## config.mk

```make
export PLATFORM = sky130hd
export DESIGN_NAME = ram_port_ctrl_flat
export DESIGN_NICKNAME = d
export VERILOG_FILES = /design/src/rtl/ram_port_ctrl_if.sv /design/src/rtl/ram_port_ctrl.sv /design/src/flat_wrapper.sv
export SDC_FILE = /design/constraint.sdc
export NUM_CORES = 1
export LEC_CHECK = 0
export ABC_AREA = 1
export BUFFER_PORTS_ARGS = -buffer_cell sky130_fd_sc_hd__buf_2
export CAP_MARGIN = 10
export CORE_MARGIN = 2
export CORE_UTILIZATION = 35
export DETAILED_ROUTE_END_ITERATION = 7
export PLACE_DENSITY = 0.66
export RECOVER_POWER = 25
export SETUP_SLACK_MARGIN = 0.2
export SKIP_LAST_GASP = 1
export SYNTH_ARGS = -nofsm -noshare
export SYNTH_HDL_FRONTEND = slang
export SYNTH_SLANG_ARGS = --single-unit
```

## constraint.sdc

```tcl
create_clock -name clk -period 3.45 [get_ports clk]
set_input_delay 1.035 -clock clk [delete_from_list [all_inputs] [get_ports clk]]
set_output_delay 1.035 -clock clk [all_outputs]
set_load 0.05 [all_outputs]
```

## src/rtl/ram_port_ctrl_if.sv

```systemverilog
// ----------------------------------------------------------------------------
// ram_port_ctrl_if
//   Request/response bundle between a client and ram_port_ctrl.
//
//   Request channel  : req_valid/req_ready handshake carrying req_we,
//                      req_addr and req_wdata (write data ignored on reads).
//   Response channel : rsp_valid/rsp_ready handshake carrying rsp_data
//                      (read data only; writes produce no response).
//
//   modport master : the client (drives requests, consumes responses).
//   modport slave  : the controller.
// ----------------------------------------------------------------------------
interface ram_port_ctrl_if #(
  parameter int ADDR_WIDTH = 4,
  parameter int DATA_WIDTH = 32
);

  logic                  req_valid;
  logic                  req_ready;
  logic                  req_we;
  logic [ADDR_WIDTH-1:0] req_addr;
  logic [DATA_WIDTH-1:0] req_wdata;

  logic                  rsp_valid;
  logic                  rsp_ready;
  logic [DATA_WIDTH-1:0] rsp_data;

  modport master (
    output req_valid, req_we, req_addr, req_wdata, rsp_ready,
    input  req_ready, rsp_valid, rsp_data
  );

  modport slave (
    input  req_valid, req_we, req_addr, req_wdata, rsp_ready,
    output req_ready, rsp_valid, rsp_data
  );

endinterface

```

## src/rtl/ram_port_ctrl.sv

```systemverilog
// ----------------------------------------------------------------------------
// ram_port_ctrl
//   Front end that owns the single port of an attached sync_ram. It accepts
//   read/write requests over a valid/ready channel, sequences the RAM strobes
//   and returns read data over a valid/ready response channel. A built-in fill
//   engine writes base + n*step to every word n on command.
//
// Ports
//   clk, rst_n        : clock (posedge) and asynchronous active-low reset
//   init_start        : one-cycle pulse, starts a fill (honoured only in IDLE)
//   init_value/step   : fill base and increment, sampled when the fill starts
//   init_done         : sticky, set when a fill completes
//   busy              : high whenever the controller is not idle
//   bus               : request/response channel (slave side)
//   ram_din/addr      : registered RAM data-in and address
//   ram_writeEn/read  : registered RAM strobes
//   ram_dout          : RAM read data (valid after the edge that sampled read)
//
// Timing
//   Write : accepted at edge k, writeEn high k..k+1, next accept at k+2.
//   Read  : accepted at edge k, read high k..k+1, data captured at k+2 with
//           rsp_valid rising at that edge, i.e. three edges after the edge
//           that opened the handshake cycle.
//   Fill  : DEPTH writes on DEPTH consecutive edges, then init_done rises on
//           the edge that commits the last word.
// ----------------------------------------------------------------------------
module ram_port_ctrl #(
  parameter int ADDR_WIDTH = 4,
  parameter int DATA_WIDTH = 32
) (
  input  logic                  clk,
  input  logic                  rst_n,

  input  logic                  init_start,
  input  logic [DATA_WIDTH-1:0] init_value,
  input  logic [DATA_WIDTH-1:0] init_step,
  output logic                  init_done,
  output logic                  busy,

  ram_port_ctrl_if.slave        bus,

  output logic [DATA_WIDTH-1:0] ram_din,
  output logic [ADDR_WIDTH-1:0] ram_addr,
  output logic                  ram_writeEn,
  output logic                  ram_read,
  input  logic [DATA_WIDTH-1:0] ram_dout
);

  // The fill counter is one bit wider than the address so that "all DEPTH
  // words issued" is a distinct value and the address never wraps to 0.
  localparam logic [ADDR_WIDTH:0] FILL_END = {1'b1, {ADDR_WIDTH{1'b0}}};
  localparam logic [ADDR_WIDTH:0] CNT_ONE  = {{ADDR_WIDTH{1'b0}}, 1'b1};

  typedef enum logic [2:0] {
    S_IDLE,
    S_WR,
    S_RD,
    S_RD_CAP,
    S_RSP,
    S_FILL
  } state_e;

  state_e                state_q, state_d;

  logic [ADDR_WIDTH:0]   cnt_q, cnt_d;
  logic [DATA_WIDTH-1:0] acc_q, acc_d;
  logic [DATA_WIDTH-1:0] step_q, step_d;

  logic [DATA_WIDTH-1:0] din_d;
  logic [ADDR_WIDTH-1:0] addr_d;
  logic                  we_d;
  logic                  rd_d;

  logic [DATA_WIDTH-1:0] rsp_data_q, rsp_data_d;
  logic                  rsp_valid_q, rsp_valid_d;
  logic                  done_d;

  // A fill request in the same cycle wins over a client request, so the
  // client must not see ready in that cycle.
  assign bus.req_ready = (state_q == S_IDLE) && !init_start;
  assign bus.rsp_valid = rsp_valid_q;
  assign bus.rsp_data  = rsp_data_q;
  assign busy          = (state_q != S_IDLE);

  // --------------------------------------------------------------------------
  // Next-state and next-register logic
  // --------------------------------------------------------------------------
  always_comb begin
    // NOTE: every signal written here gets a default first, so no path can
    // leave one unassigned and infer a latch.
    state_d     = state_q;
    cnt_d       = cnt_q;
    acc_d       = acc_q;
    step_d      = step_q;
    din_d       = ram_din;
    addr_d      = ram_addr;
    we_d        = 1'b0;          // strobes are single-cycle unless re-asserted
    rd_d        = 1'b0;
    rsp_data_d  = rsp_data_q;
    rsp_valid_d = rsp_valid_q;
    done_d      = init_done;

    unique case (state_q)
      S_IDLE: begin
        if (init_start) begin
          done_d  = 1'b0;
          cnt_d   = '0;
          acc_d   = init_value;
          step_d  = init_step;
          state_d = S_FILL;
        end else if (bus.req_valid) begin
          addr_d = bus.req_addr;
          if (bus.req_we) begin
            din_d   = bus.req_wdata;
            we_d    = 1'b1;
            state_d = S_WR;
          end else begin
            rd_d    = 1'b1;
            state_d = S_RD;
          end
        end
      end

      // The write commits on the edge leaving this state.
      S_WR: state_d = S_IDLE;

      // The RAM samples read on the edge leaving this state.
      S_RD: state_d = S_RD_CAP;

      // ram_dout now holds the addressed word.
      S_RD_CAP: begin
        rsp_data_d  = ram_dout;
        rsp_valid_d = 1'b1;
        state_d     = S_RSP;
      end

      S_RSP: begin
        if (bus.rsp_ready) begin
          rsp_valid_d = 1'b0;
          state_d     = S_IDLE;
        end
      end

      S_FILL: begin
        if (cnt_q == FILL_END) begin
          // The last word commits on this edge; finish without rewriting 0.
          done_d  = 1'b1;
          state_d = S_IDLE;
        end else begin
          addr_d = cnt_q[ADDR_WIDTH-1:0];
          din_d  = acc_q;
          we_d   = 1'b1;
          cnt_d  = cnt_q + CNT_ONE;
          acc_d  = acc_q + step_q;     // wraps modulo 2^DATA_WIDTH
        end
      end

      default: state_d = S_IDLE;
    endcase
  end

  // --------------------------------------------------------------------------
  // State and output registers
  // --------------------------------------------------------------------------
  // NOTE: every register here has a defined reset value because the RAM sees
  // ram_* directly; a stray strobe after reset would corrupt its contents.
  always_ff @(posedge clk or negedge rst_n) begin
    if (!rst_n) begin
      state_q     <= S_IDLE;
      cnt_q       <= '0;
      acc_q       <= '0;
      step_q      <= '0;
      ram_din     <= '0;
      ram_addr    <= '0;
      ram_writeEn <= 1'b0;
      ram_read    <= 1'b0;
      rsp_data_q  <= '0;
      rsp_valid_q <= 1'b0;
      init_done   <= 1'b0;
    end else begin
      // NOTE: non-blocking assignments so every register updates from the
      // pre-edge values regardless of statement order.
      state_q     <= state_d;
      cnt_q       <= cnt_d;
      acc_q       <= acc_d;
      step_q      <= step_d;
      ram_din     <= din_d;
      ram_addr    <= addr_d;
      ram_writeEn <= we_d;
      ram_read    <= rd_d;
      rsp_data_q  <= rsp_data_d;
      rsp_valid_q <= rsp_valid_d;
      init_done   <= done_d;
    end
  end

endmodule

```

## src/flat_wrapper.sv

```systemverilog
// flat-port wrapper written by rule: the top's interface ports become plain ports
module ram_port_ctrl_flat 
#(
  parameter int ADDR_WIDTH = 4,
  parameter int DATA_WIDTH = 32
)
  (clk, rst_n, init_start, init_value, init_step, init_done, busy, ram_din, ram_addr, ram_writeEn, ram_read, ram_dout, bus_req_valid, bus_req_we, bus_req_addr, bus_req_wdata, bus_rsp_ready, bus_req_ready, bus_rsp_valid, bus_rsp_data);
  ram_port_ctrl_if #(.ADDR_WIDTH(ADDR_WIDTH), .DATA_WIDTH(DATA_WIDTH)) bus_i ();
  input  logic clk;
  input  logic rst_n;
  input  logic init_start;
  input  logic [DATA_WIDTH-1:0] init_value;
  input  logic [DATA_WIDTH-1:0] init_step;
  output logic init_done;
  output logic busy;
  output logic [DATA_WIDTH-1:0] ram_din;
  output logic [ADDR_WIDTH-1:0] ram_addr;
  output logic ram_writeEn;
  output logic ram_read;
  input  logic [DATA_WIDTH-1:0] ram_dout;
  input wire logic [$bits(bus_i.req_valid)-1:0] bus_req_valid;
  input wire logic [$bits(bus_i.req_we)-1:0] bus_req_we;
  input wire logic [$bits(bus_i.req_addr)-1:0] bus_req_addr;
  input wire logic [$bits(bus_i.req_wdata)-1:0] bus_req_wdata;
  input wire logic [$bits(bus_i.rsp_ready)-1:0] bus_rsp_ready;
  output wire logic [$bits(bus_i.req_ready)-1:0] bus_req_ready;
  output wire logic [$bits(bus_i.rsp_valid)-1:0] bus_rsp_valid;
  output wire logic [$bits(bus_i.rsp_data)-1:0] bus_rsp_data;
  assign bus_i.req_valid = bus_req_valid;
  assign bus_i.req_we = bus_req_we;
  assign bus_i.req_addr = bus_req_addr;
  assign bus_i.req_wdata = bus_req_wdata;
  assign bus_i.rsp_ready = bus_rsp_ready;
  assign bus_req_ready = bus_i.req_ready;
  assign bus_rsp_valid = bus_i.rsp_valid;
  assign bus_rsp_data = bus_i.rsp_data;
  ram_port_ctrl #(.ADDR_WIDTH(ADDR_WIDTH), .DATA_WIDTH(DATA_WIDTH)) u_core (.clk(clk), .rst_n(rst_n), .init_start(init_start), .init_value(init_value), .init_step(init_step), .init_done(init_done), .busy(busy), .bus(bus_i), .ram_din(ram_din), .ram_addr(ram_addr), .ram_writeEn(ram_writeEn), .ram_read(ram_read), .ram_dout(ram_dout));
endmodule
```

* Yosys cells after proc, flatten, opt, wreduce, memory -nomap -nowiden
Index checks and enable logic that the tools add are counted.
** Storage, ports and cells
- Register bits after elaboration :: 144
- Input bits :: 138
- Word-level logic and storage cells :: 74
** Cells by class
- Add/sub/neg operators :: 2
- Equal/unequal tests :: 13
- Multiplexer cells :: 35
- Reductions and logical operators :: 13
** Operators with widths (number)
- $mux W32 :: 6
- $pmux W32 S2 :: 2
- $add A32 B32 Y32 :: 1
- $pmux W3 S5 :: 1
- $mux W3 :: 4
- $mux W4 :: 3
- $ne A2 B2 Y1 const B :: 6
- $mux W1 :: 11
- $mux W5 :: 2
- $pmux W5 S2 :: 1
- $reduce_and A3 Y1 :: 3
- $pmux W4 S2 :: 1
- $eq A3 B2 Y1 const B :: 2
- $eq A3 B3 Y1 const B :: 2
- $pmux W1 S2 :: 3
- $add A5 B1 Y5 const B :: 1
- $eq A5 B5 Y1 const B :: 1
- $reduce_and A5 Y1 :: 1
- $reduce_and A2 Y1 :: 2
- $reduce_and A4 Y1 :: 1
- $reduce_bool A2 Y1 :: 2
- $logic_not A3 Y1 :: 1
- $ne A3 B3 Y1 const B :: 1
- $reduce_bool A3 Y1 :: 1
- other kinds (4) :: 4

* Longest topological paths before layout
- Word-level depth :: 4
- Mapped depth :: 13
- Gate-level depth less buffers :: 13

* Worst setup path after synthesis
OpenSTA, ideal clock, no wires.
- Path type :: input-to-output
- Start :: input port init_start
- End :: output port bus_req_ready
- Arrival :: 1717 ps
- Required time :: 2415 ps
- Path slack :: 698 ps
- Cell stages on the path :: 1
- Path buffers :: 0
- Cell sequence :: nor2_1
** On the way
- Cells in the longest elaborated chain, start to end :: 2
** RTL lines
- from (decl) :: line flat_wrapper.sv:11 : input logic init_start;
- $logic_not A1 Y1 :: line ram_port_ctrl.sv:80 : assign bus.req_ready = (state_q == S_IDLE) && !init_start;
- $logic_and A1 B1 Y1 :: line ram_port_ctrl.sv:80
- to (decl) :: line flat_wrapper.sv:26 : output wire logic [$bits(bus_i.req_ready)-1:0] bus_req_ready;
No other way between the ends.

* Worst setup path after layout
- Start :: register u_core.state_q[1]
- End :: output port bus_req_ready
** On the way
- Cells in the longest elaborated chain, start to end :: 2
** RTL lines
- from (decl) :: line ram_port_ctrl.sv:63 : state_e state_q, state_d;
- from (signal assigned) :: line ram_port_ctrl.sv:183 : state_q <= state_d;
- $logic_not A3 Y1 :: line ram_port_ctrl.sv:80
- $logic_and A1 B1 Y1 :: line ram_port_ctrl.sv:80
No other way between the ends.

==> out/metrics.yaml <==
end_kind: "output pin"
switching_power_mw: 6.506
cts_buffers: 17
arrival_ns: 1.82
seqPwrFrac_pct: 25.0
worstHoldStart: "u_core.step_q[21]"
min_period_ns: 2.856
reg2regPathDepth: 12
clockPowerShare_pct: 15.4
drive_gt1_share_pct: 21.92
min_to: "u_core.step_q[21]"
io_pins: 212
insertion_delay_ns: 0.43
initial_core_util_pct: 35.74
coreArea_sq_um: 23470
critPathLaunchType: "flip-flop"
rows: 56
postSynthCellCount: 1138
die_h_um: 158.8
final_cell_mix: "nand2_1 (456), buf_2 (210), dfrtp_1 (144)"
cts_buffer_depth: 2
fill_cells: 2394
post_cts_resized: 0
antenna_found_initial: 2
vias: 7925
htree_levels: 4
hold_violations: 0
slew_headroom_pct: 13.90
yosys_warnings: 0
path_max_fanout: 7
critPathRequiredTime_ns: 2.41
hold_path.class: "reg -> reg"
rrSetupSlack_ns: 1.13
grt_usage_pct: 19.58
ys_types: 37
setup_viol: 0
fmax_ghz: 0.3501
skew_ns: 0.01109
postRouteAntennaNets: 0
grt_pass1_vias: 7595
ir_drop_v: 0.0005855
yosys-top-cells-area: "dfrtp_1 (43%), nand2_1 (20%), inv_1 (5.6%)"
cts.hold.buffers_added: 0
slew_viol_final: 0
swShare_pct: 52.57
worstSetupPathType: "reg -> out"
outcome: "completed"
cellPowerDensity_nw_per_um2: 1191
setup_tns_ns: 0
layout_commonest_cell: "nand2_1"
clockRootBuffer: "clkbuf_16"
fin_crit_sh_pct: 82.78
yosysTopAreaCell: "dfrtp_1"
vias_per_cell: 4.729
dr.pass1.iters: 7
drtIter0Drc: 595
drc: 0
place_congestion: 0.9244
clk_pin_slew_worst_paths_ns: 0.06
hold-path-cell-count: 2
die_area_sq_um: 25220
grt_pass1_wl_um: 39540
drv_cap: 0
synth.cell_area_sq_um: 8389
post_cts_buffers: 0
rsz0062_at_grt: "false"
avgSynthCellArea_sq_um: 7.372
worst_slew_pin_slew_ns: 1.292
routed_wl_um: 24100
synthesis.nets: 1310
r2r_end: "u_core.acc_q[28]"
die_x_um: 158.8
synth-seq-cells: 144
timing.rr.start: "u_core.step_q[0]"
pwr-share-comb_pct: 59.6
drt-wirelength-per-cell_um: 14.38
cts_tree: "done"
intPower_mw: 5.870
grt_max_degree: 66
synth_top_area_share_pct: 42.95
clkSinkCount: 144
syn_to_final_growth_pct: 23.83
port_buffers: 211
hpwlAfterDp_um: 18530
ys_seq_area_share_pct: 42.95
grt_overflow: 0
fin_hold_ws_ns: 0.4801
p_leak_nw: 5.609
fin_nets: 1514
## per-layer routing
layer / vias up / part of all wire (%) / global-route usage (%)
met1: 3629 / 46 / 25.23
met2: 238 / 47 / 32.73
met3: 30 / 4.8 / 3.997
li1: 4028 / - / -
met5: - / 0 / 0
met4: 0 / 2.1 / 6.714
## kinds of logic (layout without fill, tap and decap cells)
family          count (synthesis)  after routing  share of synthesized area (%)
compound gates                127            127                          9.068
xor+xnor                       15             15                          1.566
fa+ha+maj                      34             34                          5.160
buf+inv                       166            383                          7.800
flops                         144            144                          42.95
mux                            32             32                          4.295
other cells                     0              2                              0
simple gates                  620            620                          29.16
## worst max path at each step
stage | from | end | slack (ns) | depth (start not counted)
final | u_core.state_q[1] | bus_req_ready | 0.59 | 4
after CTS | u_core.state_q[1] | bus_req_ready | 0.54 | 4
after floorplan | init_start | bus_req_ready | 0.70 | 1
after global routing | rst_n | u_core.acc_q[29] | 0.32 | 2
after detailed placement | init_start | bus_req_ready | 0.72 | 3
after global placement | init_start | bus_req_ready | 0.72 | 3
## flip-flops by register name, summed over array words and instances, names as in the netlist
| signal | count |
|---|---|
| u_core.bus.rsp_valid | 1 |
| u_core.init_done | 1 |
| u_core.ram_addr | 4 |
| u_core.ram_read | 1 |
| u_core.state_q | 3 |
| u_core.ram_din | 32 |
| u_core.cnt_q | 5 |
| u_core.ram_writeEn | 1 |
| u_core.acc_q | 32 |
| u_core.bus.rsp_data | 32 |
| u_core.step_q | 32 |
## stage by stage
stage               instances  instance area (sq um)  setup slack, ns  utilization [%]  total power, mW
floorplan                1138                   8389           0.6978                -            8.659
global placement         1642                   9804           0.7238            41.77            10.37
detailed placement       1642                   9804           0.7150            41.77            10.50
CTS                      1674                  10410           0.5442            44.33            12.45
global route             1676                  10390           0.3178            44.26            13.43
finish                   1676                  10390           0.5941            44.26            12.38
## synthesized netlist by cell type, drive strengths merged
library cell	number
a2bb2oi	1
nor3	3
nand3b	1
nand2	458
nand4	5
a21oi	30
clkinv	1
o211ai	4
or2	2
buf	14
and2	3
o21bai	3
o21a	17
xor2	10
dfrtp	144
o311ai	1
o21ai	35
nor4	1
nand3	51
a31oi	35
inv	128
a21o	1
clkbuf	23
mux2	32
fa	1
nor2	95
nor3b	1
ha	33
xnor2	5
## layout make-up
class / instances / area, sq um / share of cell area [%]
multi-input combinational: 828 / 4135 / 39.80
sequential: 144 / 3603 / 34.69
clock buffer: 17 / 425.4 / 4.095
antenna: 2 / 5.005 / 0.04818
timing repair buffer: 222 / 1161 / 11.18
inverter: 129 / 484.2 / 4.661
clock inverter: 15 / 175.2 / 1.686
tap: 319 / 399.1 / 3.842
## worst max-delay path, stage by stage (launching register included)
cell and delay, ns:
dfrtp_1 0.44, nor2_1 0.24, nand2_2 0.18, nor2_1 0.23, buf_2 0.31
## power by group through the flow
stage,Combinational (mW),Clock (mW),Sequential [mW]
final,7.38,1.91,3.09
after global routing,8.20,2.03,3.20
after CTS,7.40,1.96,3.09
after detailed placement,7.38,0,3.12
after global placement,7.27,0,3.10
after floorplan,4.24,0,4.42
(Power assumes the default switching activity.)
